File: src/rtl/instruction_fetch.sv
`default_nettype none
// ============================================================================
//  Module      : instruction_fetch
//  Description : Single-outstanding instruction fetch unit. Requests the word
//                at the program counter, waits for the memory response, and
//                holds the instruction for decode until it is accepted.
//                Branch/jump flushes discard in-flight or held work.
//  Revision    : 1.0 - initial release
// ============================================================================
module instruction_fetch #(
   parameter int I_ADDR_W = 12,
   parameter int INSTR_W  = 16
) (
   input  logic                clk,
   input  logic                rst_n,
   input  logic [I_ADDR_W-1:0] pc,
   output logic                pc_advance,
   input  logic                flush,
   output logic                imem_req_valid,
   input  logic                imem_req_ready,
   output logic [I_ADDR_W-1:0] imem_req_addr,
   input  logic                imem_rsp_valid,
   input  logic [INSTR_W-1:0]  imem_rsp_data,
   output logic                instr_valid,
   input  logic                instr_ready,
   output logic [INSTR_W-1:0]  instr_data,
   output logic [I_ADDR_W-1:0] instr_pc
);

   typedef enum logic [2:0] {
      IDLE = 3'd0,
      REQ  = 3'd1,
      WAIT = 3'd2,
      DROP = 3'd3,
      HOLD = 3'd4
   } state_t;

   state_t                r_state;
   state_t                w_next_state;
   logic [I_ADDR_W-1:0]   r_fetch_pc;
   logic [INSTR_W-1:0]    r_instr_data;
   logic [I_ADDR_W-1:0]   r_instr_pc;
   logic                  w_capture_pc;
   logic                  w_load_instr;

   // State register; reset abandons any outstanding request or held word.
   always_ff @(posedge clk or negedge rst_n) begin
      if (!rst_n) begin
         r_state <= IDLE;
      end else begin
         r_state <= w_next_state;
      end
   end

   // Next-state logic, datapath strobes and handshake outputs.
   always_comb begin
      w_next_state   = r_state;
      w_capture_pc   = 1'b0;
      w_load_instr   = 1'b0;
      imem_req_valid = 1'b0;
      instr_valid    = 1'b0;
      pc_advance     = 1'b0;
      case (r_state)
         IDLE: begin
            w_next_state = REQ;
         end
         REQ: begin
            imem_req_valid = 1'b1;
            if (imem_req_ready) begin
               if (flush) begin
                  // Address just issued is stale; its response must be eaten.
                  w_next_state = DROP;
               end else begin
                  w_capture_pc = 1'b1;
                  w_next_state = WAIT;
               end
            end
         end
         WAIT: begin
            if (flush) begin
               // Response in the same cycle is simply discarded.
               w_next_state = imem_rsp_valid ? REQ : DROP;
            end else if (imem_rsp_valid) begin
               w_load_instr = 1'b1;
               w_next_state = HOLD;
            end
         end
         DROP: begin
            // The one outstanding response retires the drop even if a new
            // flush arrives with it; waiting longer would never terminate.
            if (imem_rsp_valid) begin
               w_next_state = REQ;
            end else if (flush) begin
               w_next_state = DROP;
            end
         end
         HOLD: begin
            instr_valid = 1'b1;
            if (flush) begin
               w_next_state = REQ;
            end else if (instr_ready) begin
               pc_advance   = 1'b1;
               w_next_state = REQ;
            end
         end
         default: begin
            w_next_state = IDLE;
         end
      endcase
   end

   // Address of the accepted request, remembered until its response lands.
   always_ff @(posedge clk or negedge rst_n) begin
      if (!rst_n) begin
         r_fetch_pc <= '0;
      end else if (w_capture_pc) begin
         r_fetch_pc <= pc;
      end
   end

   // Instruction word and its address presented to decode.
   always_ff @(posedge clk or negedge rst_n) begin
      if (!rst_n) begin
         r_instr_data <= '0;
         r_instr_pc   <= '0;
      end else if (w_load_instr) begin
         r_instr_data <= imem_rsp_data;
         r_instr_pc   <= r_fetch_pc;
      end
   end

   // Request address follows pc directly; no arithmetic on the address.
   always_comb begin
      imem_req_addr = imem_req_valid ? pc : '0;
   end

   assign instr_data = r_instr_data;
   assign instr_pc   = r_instr_pc;

endmodule
`default_nettype wire
File: config.mk
export PLATFORM = sky130hd
export DESIGN_NAME = instruction_fetch
export DESIGN_NICKNAME = d
export VERILOG_FILES = /design/src/rtl/instruction_fetch.sv
export SDC_FILE = /design/constraint.sdc
export NUM_CORES = 1
export LEC_CHECK = 0
export ABC_AREA = 1
export CORE_ASPECT_RATIO = 2
export CORE_MARGIN = 5
export CORE_UTILIZATION = 35
export DETAILED_ROUTE_END_ITERATION = 10
export DONT_BUFFER_PORTS = 1
export GPL_ROUTABILITY_DRIVEN = 0
export PLACE_DENSITY = 0.55
export SLEW_MARGIN = 10
export SYNTH_ARGS = -nofsm -noshare
export SYNTH_HDL_FRONTEND = slang
export SYNTH_SLANG_ARGS = --single-unit
File: constraint.sdc
create_clock -name clk -period 3 [get_ports clk]
set_clock_uncertainty 0.05 [all_clocks]
set_input_delay 0.3 -clock clk [delete_from_list [all_inputs] [get_ports clk]]
set_output_delay 0.3 -clock clk [all_outputs]
set_load 0.02 [all_outputs]
==> impl_metrics.csv, run 1 <==
group,metric,value,unit
run_status,status,"completed",
worst_hold_path,hp-class,"primary input to flip-flop",
setup_path,cp_slowest_cell,"dfrtp_1",
setup_path,crit_family,"simple AND/OR/NAND/NOR gates",
clock_tree,clock_tree.root_cell,"clkbuf_8",
setup_path,path_class,"flip-flop to output pin",
clock_tree,worst_skew_pair.late_latency,290,ps
floorplanning,top_level_ports,77,
power_and_ir_drop,peakVddDrop,0.566,mV
floorplanning,core-area,5470,um2
yosys,syn_avg_cell_area,8.92,um2
power_and_ir_drop,leakage,1.12,nW
setup_path,critPathArrivalTime,1780,ps
detailed_routing,drt-pass1-iter-count,4,
sta,rsz0062_at_grt,"no",
place,dpl.hpwl,2.82,mm
clock_tree,clk_path_buf_depth,2,
layout,multi_input_area,632,um2
layout,drive_above_1_share,16.5,%
floorplanning,die_area,7350,um2
floorplanning,start_util,36.2,%
detailed_routing,ant_nets,0,
global_routing,track_usage,11.3,%
detailed_routing,wl,3.85,mm
layout,final_cell_mix,"49 x nand2_1, 48 x inv_1, 43 x dfrtp_1, 22 x o21ai_2, 16 x nor2_1",
floorplanning,die_w,63.2,um
layout,final_util,38.4,%
yosys,syn_area,1980,um2
sta,final_hold_viol_count,0,
place,io_buffers,0,
setup_path,path_cells,"nor3_4, inv_1, nor2_1",
clock_tree,cts_tree,"yes",
yosys,syn-num-nets,256,
layout,syn_to_final_growth,6.06,%
global_routing,grt_pass1_wl,6.45,mm
clock_tree,numCtsBuffers,5,
sta,relSlewSlack,38.6,%
setup_path,cp_max_fo,12,
yosys,ys.warnings.count,0,
detailed_routing,viasPerCell,4.56,
sta,min_period_over_period,71.1,%
floorplanning,fp-row-count,38,
global_routing,antenna_found_initial,0,
sta,setup_viol,0,
power_and_ir_drop,p_per_area,1040,nW/um2
yosys,synth_seq_area_share,54.3,%
layout,n_antenna_cell,0,
setup_path,crit_path_max_incr_delay,470,ps
global_routing,overflow,0,
global_routing,grt_pass1_vias,1289,
detailed_routing,wl_per_cell,13.6,um
setup_path,crit_required,2650,ps
layout,fillCellCount,567,
global_routing,grt_max_degree,44,
setup_path,start_kind,"flip-flop",
sta,worstMarginPinSlew,912,ps
clock_tree,numClockSinks,43,
sta,slew_viol_final,0,
clock_tree,htreeDepth,2,
detailed_routing,initialDrtViolationCount,38,
yosys,syn_inst,222,
layout,nets,257,
layout,seqCellArea,1080,um2
clock_tree,post_cts_buffers,0,
setup_path,path_buf_inv,1,
yosys,yosys_register_bits,43,
sta,max_freq,469,MHz
floorplanning,chipHeight,116,um
sta,setup-tns-final,0,ps
yosys,ys_types,18,
sta,min_period,2130,ps
setup_path,setup.worst_path.end_class,"output pin",
detailed_routing,drc,0,
detailed_routing,vias,1296,
layout,final_common_cell,"nand2_1",
clock_tree,clkTransAtPathRegs,80,ps
flow_run,drv_cap,0,
==> state kept, by name, indices dropped and copies added, names as in the netlist <==
name        cells
r_fetch_pc     12
r_state         3
instr_pc       12
instr_data     16
==> final timing paths <==
check / startpoint / endpoint / slack [ps] / cells after the start
setup reg to reg: r_state[2] / r_fetch_pc[5] / 1160 / 4
min in group asynchronous: rst_n / instr_data[1] / 460 / 2
max in group asynchronous: rst_n / r_fetch_pc[4] / 2240 / 2
setup / recovery: r_state[2] / imem_req_addr[5] / 870 / 3
hold reg to reg: r_fetch_pc[10] / r_fetch_pc[10] / 440 / 2
hold / removal: imem_rsp_data[13] / instr_data[13] / 70 / 2
==> stage by stage <==
step,power (W),std cells,hold slack (ps),setup slack (ps),instance area (um2)
CTS,0.00223,284,54.7,795,2100
global route,0.00238,284,54.3,705,2100
detailed placement,0.00184,274,-44.5,1120,1980
floorplan,0.00173,222,-45.6,1250,1980
global placement,0.00182,274,-44.7,1130,1980
finish,0.00218,284,70.1,866,2100
==> layout make-up <==
cell class / instances / share of cell area, %
Multi-Input combinational cell: 120 / 30.1
Clock buffer: 6 / 3.45
Timing Repair Buffer: 3 / 2.14
Tap cell: 60 / 3.57
Clock inverter: 2 / 0.596
Inverter: 50 / 8.93
Sequential cell: 43 / 51.2
==> cells in the mapped netlist <==
cell / count / area [um2]
nor2_1: 16 / 60.1
nor3_2: 1 / 10.0
nor3_4: 1 / 16.3
o21ai_1: 10 / 50.1
o21ai_0: 11 / 55.1
inv_2: 2 / 7.51
o21ai_2: 22 / 193
dfrtp_1: 43 / 1080
nand3_1: 6 / 30.0
clkbuf_2: 2 / 10.0
nand2_1: 49 / 184
nor4_1: 1 / 6.26
buf_8: 1 / 15.0
inv_1: 48 / 180
clkbuf_1: 1 / 3.75
o211ai_1: 1 / 7.51
buf_6: 5 / 56.3
nand3_2: 2 / 20.0
==> kinds of logic (layout without fill, tap and decap cells) <==
group / count (synthesis) / count (layout) / synth area share [%]
AO/OA/AOI/OAI: 44 / 44 / 15.4
AND/OR/NAND/NOR: 76 / 76 / 16.5
buffers and inverters: 59 / 61 / 13.8
flip-flops: 43 / 43 / 54.3
==> report_power, final <==
| group | internal, W | switching (W) |
|---|---|---|
| clock | 0.000163 | 0.000197 |
| sequential | 0.000824 | 0.000373 |
| combinational | 0.000214 | 0.000409 |
==> metal layers <==
layer  global-route usage (%)  wire, um  vias up
met2                     17.8      1920       52
li1                         -         -      673
met3                     4.33       327        6
met4                     6.24        98        0
met5                        0         0        -
met1                     13.1      1500      565
==> repair_timing <==
action,in CTS,in global routing
endpoints found under the hold margin,43,0
resized for setup,0,0
hold buffers,2,0
Note: power is estimated with default switching activity, not from simulation.
==> run 2: changes to the inputs <==
==> constraint.sdc (replaced) <==
create_clock -name clk -period 2.2 [get_ports clk]
set_clock_uncertainty 0.05 [all_clocks]
set_input_delay 0.22 -clock clk [delete_from_list [all_inputs] [get_ports clk]]
set_output_delay 0.22 -clock clk [all_outputs]
set_load 0.02 [all_outputs]
==> run 2 against run 1 <==
Combinational power grew 42%. Register-to-register slack lost 640 ps. First-iteration DRC count grew 47%. Global-route usage grew 0.36 points. Largest cell class unchanged. Utilization grew 2.5 points. Final area grew 6.6%.
==> impl_metrics.csv, run 2 (synthesis results as in run 1) <==
group,metric,value,unit
sta,min_period,1880,ps
place,io_buffers,0,
detailed_routing,drt-pass1-iter-count,4,
detailed_routing,initialDrtViolationCount,56,
setup_path,crit_required,1930,ps
detailed_routing,drc,0,
setup_path,cp_slowest_cell,"dfrtp_1",
setup_path,path_class,"flip-flop to output pin",
layout,design_area,2240,um2
worst_hold_path,hp-start,"imem_rsp_data[7]",
setup_path,setup.worst_path.end_class,"output pin",
place,placed_cell_area,1990,um2
setup_path,worstReg2RegEnd,"r_fetch_pc[6]",
clock_tree,clock_tree.root_cell,"clkbuf_8",
layout,largest_reg_flops,16,
worst_hold_path,holdPathStages,2,
setup_path,r2r_setup_slack,520,ps
setup_path,rr_worst_depth,4,
worst_hold_path,min_to,"instr_data[7]",
detailed_routing,wl,4.00,mm
layout,syn_to_final_growth,13.0,%
clock_tree,postCtsHoldBufs,11,
floorplanning,core-area,5470,um2
global_routing,grt_pass1_vias,1319,
layout,n_antenna_cell,0,
floorplanning,die_w,63.2,um
detailed_routing,vias,1354,
global_routing,overflow,0,
layout,final_cell_mix,"49 x nand2_1, 48 x inv_1, 43 x dfrtp_1, 22 x o21ai_2, 16 x nor2_1",
global_routing,grt_use_met3,4.52,%
clock_tree,ctsResizeCount,0,
floorplanning,die_area,7350,um2
power_and_ir_drop,leakage,1.18,nW
power_and_ir_drop,peakVddDrop,0.790,mV
setup_path,reg2reg_from,"r_state[2]",
layout,fin_cells,297,
sta,rsz0062_at_grt,"no",
clock_tree,numClockSinks,43,
global_routing,grt_max_degree,47,
layout,seqCellArea,1080,um2
global_routing,busiest_layer,"met2",
place,dp_cells,276,
global_routing,met1_usage,13.0,%
clock_tree,clkTransAtPathRegs,80,ps
floorplanning,start_util,36.2,%
sta,final_hold_viol_count,0,
place,dpl.hpwl,2.78,mm
sta,setup_viol,0,
global_routing,gr-usage-met2,18.6,%
layout,multi_input_area,632,um2
sta,slew_viol_final,0,
detailed_routing,ant_nets,0,
sta,setup-tns-final,0,ps
clock_tree,cts_tree,"yes",
setup_path,cp_max_fo,12,
global_routing,track_usage,11.6,%
run_status,status,"completed",
global_routing,antenna_found_initial,0,
detailed_routing,wl_per_cell,13.5,um
setup_path,crit_family,"simple AND/OR/NAND/NOR gates",
sta,max_freq,533,MHz
detailed_routing,viasPerCell,4.56,
layout,fillCellCount,534,
setup_path,path_cells,"nor3_4, inv_1, nor2_1",
clock_tree,post_cts_buffers,0,
floorplanning,fp-row-count,38,
global_routing,grt_pass1_wl,6.67,mm
clock_tree,clk_path_buf_depth,2,
clock_tree,htreeDepth,2,
sta,min_period_over_period,85.4,%
sta,relSlewSlack,62.7,%
power_and_ir_drop,p_per_area,1350,nW/um2
layout,final_common_cell,"nand2_1",
floorplanning,chipHeight,116,um
setup_path,crit_path_max_incr_delay,470,ps
layout,nets,271,
flow_run,drv_cap,0,
clock_tree,numCtsBuffers,5,
clock_tree,worst_skew_pair.late_latency,290,ps
layout,drive_above_1_share,16.5,%
setup_path,path_buf_inv,1,
sta,worstMarginPinSlew,558,ps
worst_hold_path,hp-class,"primary input to flip-flop",
floorplanning,top_level_ports,77,
setup_path,critPathArrivalTime,1610,ps
setup_path,start_kind,"flip-flop",
## run 2: cell types whose count changed in the layout (fill, tap and decap cells not counted), sizes merged
cell,before,now
clkinvlp,1,0
buf,2,4
dlygate4sd3,1,13
## run 2: layer usage
layer  wire [um]  vias to the layer above
li1            -                      702
met4         103                        0
met3         321                       10
met5           0                        -
met1        1530                      593
met2        2040                       49
## run 2: worst max-delay path by stage
stage	startpoint	end	cells past startpoint
after floorplan	r_state[1]	imem_req_addr[10]	4
after global placement	r_state[2]	r_fetch_pc[11]	4
after detailed placement	r_state[1]	r_fetch_pc[7]	4
after CTS	r_state[1]	imem_req_addr[5]	3
after global routing	r_state[1]	imem_req_addr[5]	3
final	r_state[2]	imem_req_addr[5]	3
## run 2: final cells by class
type	count	share of cell area, %
multi-input cells	120	28.2
repair buffers	17	8.05
clock inverters	1	0.224
clock buffers	6	3.69
inverters	50	8.38
flip-flops and latches	43	48.1
well taps	60	3.35
## run 2: report_power, final
part / internal, W / switching [W] / leakage [nW] / total, W
logic: 0.000319 / 0.000565 / 0.594 / 0.000884
registers: 0.00112 / 0.000515 / 0.544 / 0.00164
clock network: 0.000246 / 0.000256 / 0.0470 / 0.000502
## run 2: per-stage QoR
stage | util (%) | hold WS (ps) | setup WS (ps) | power [W]
2_1_floorplan | - | -126 | 529 | 0.00236
3_3_place_gp | 36.5 | -124 | 562 | 0.00250
3_5_place_dp | 36.5 | -124 | 499 | 0.00252
4_1_cts | 40.4 | 0.955 | 275 | 0.00309
5_1_grt | 40.9 | 3.88 | 156 | 0.00330
6_report | 40.9 | 17.3 | 322 | 0.00303
## run 2: worst register-to-register path, cell delays in order (launching register included)
cell and delay [ps]:
dfrtp_1 470, nor3_4 270, nand3_2 480, nand2_1 230
o21ai_2 70
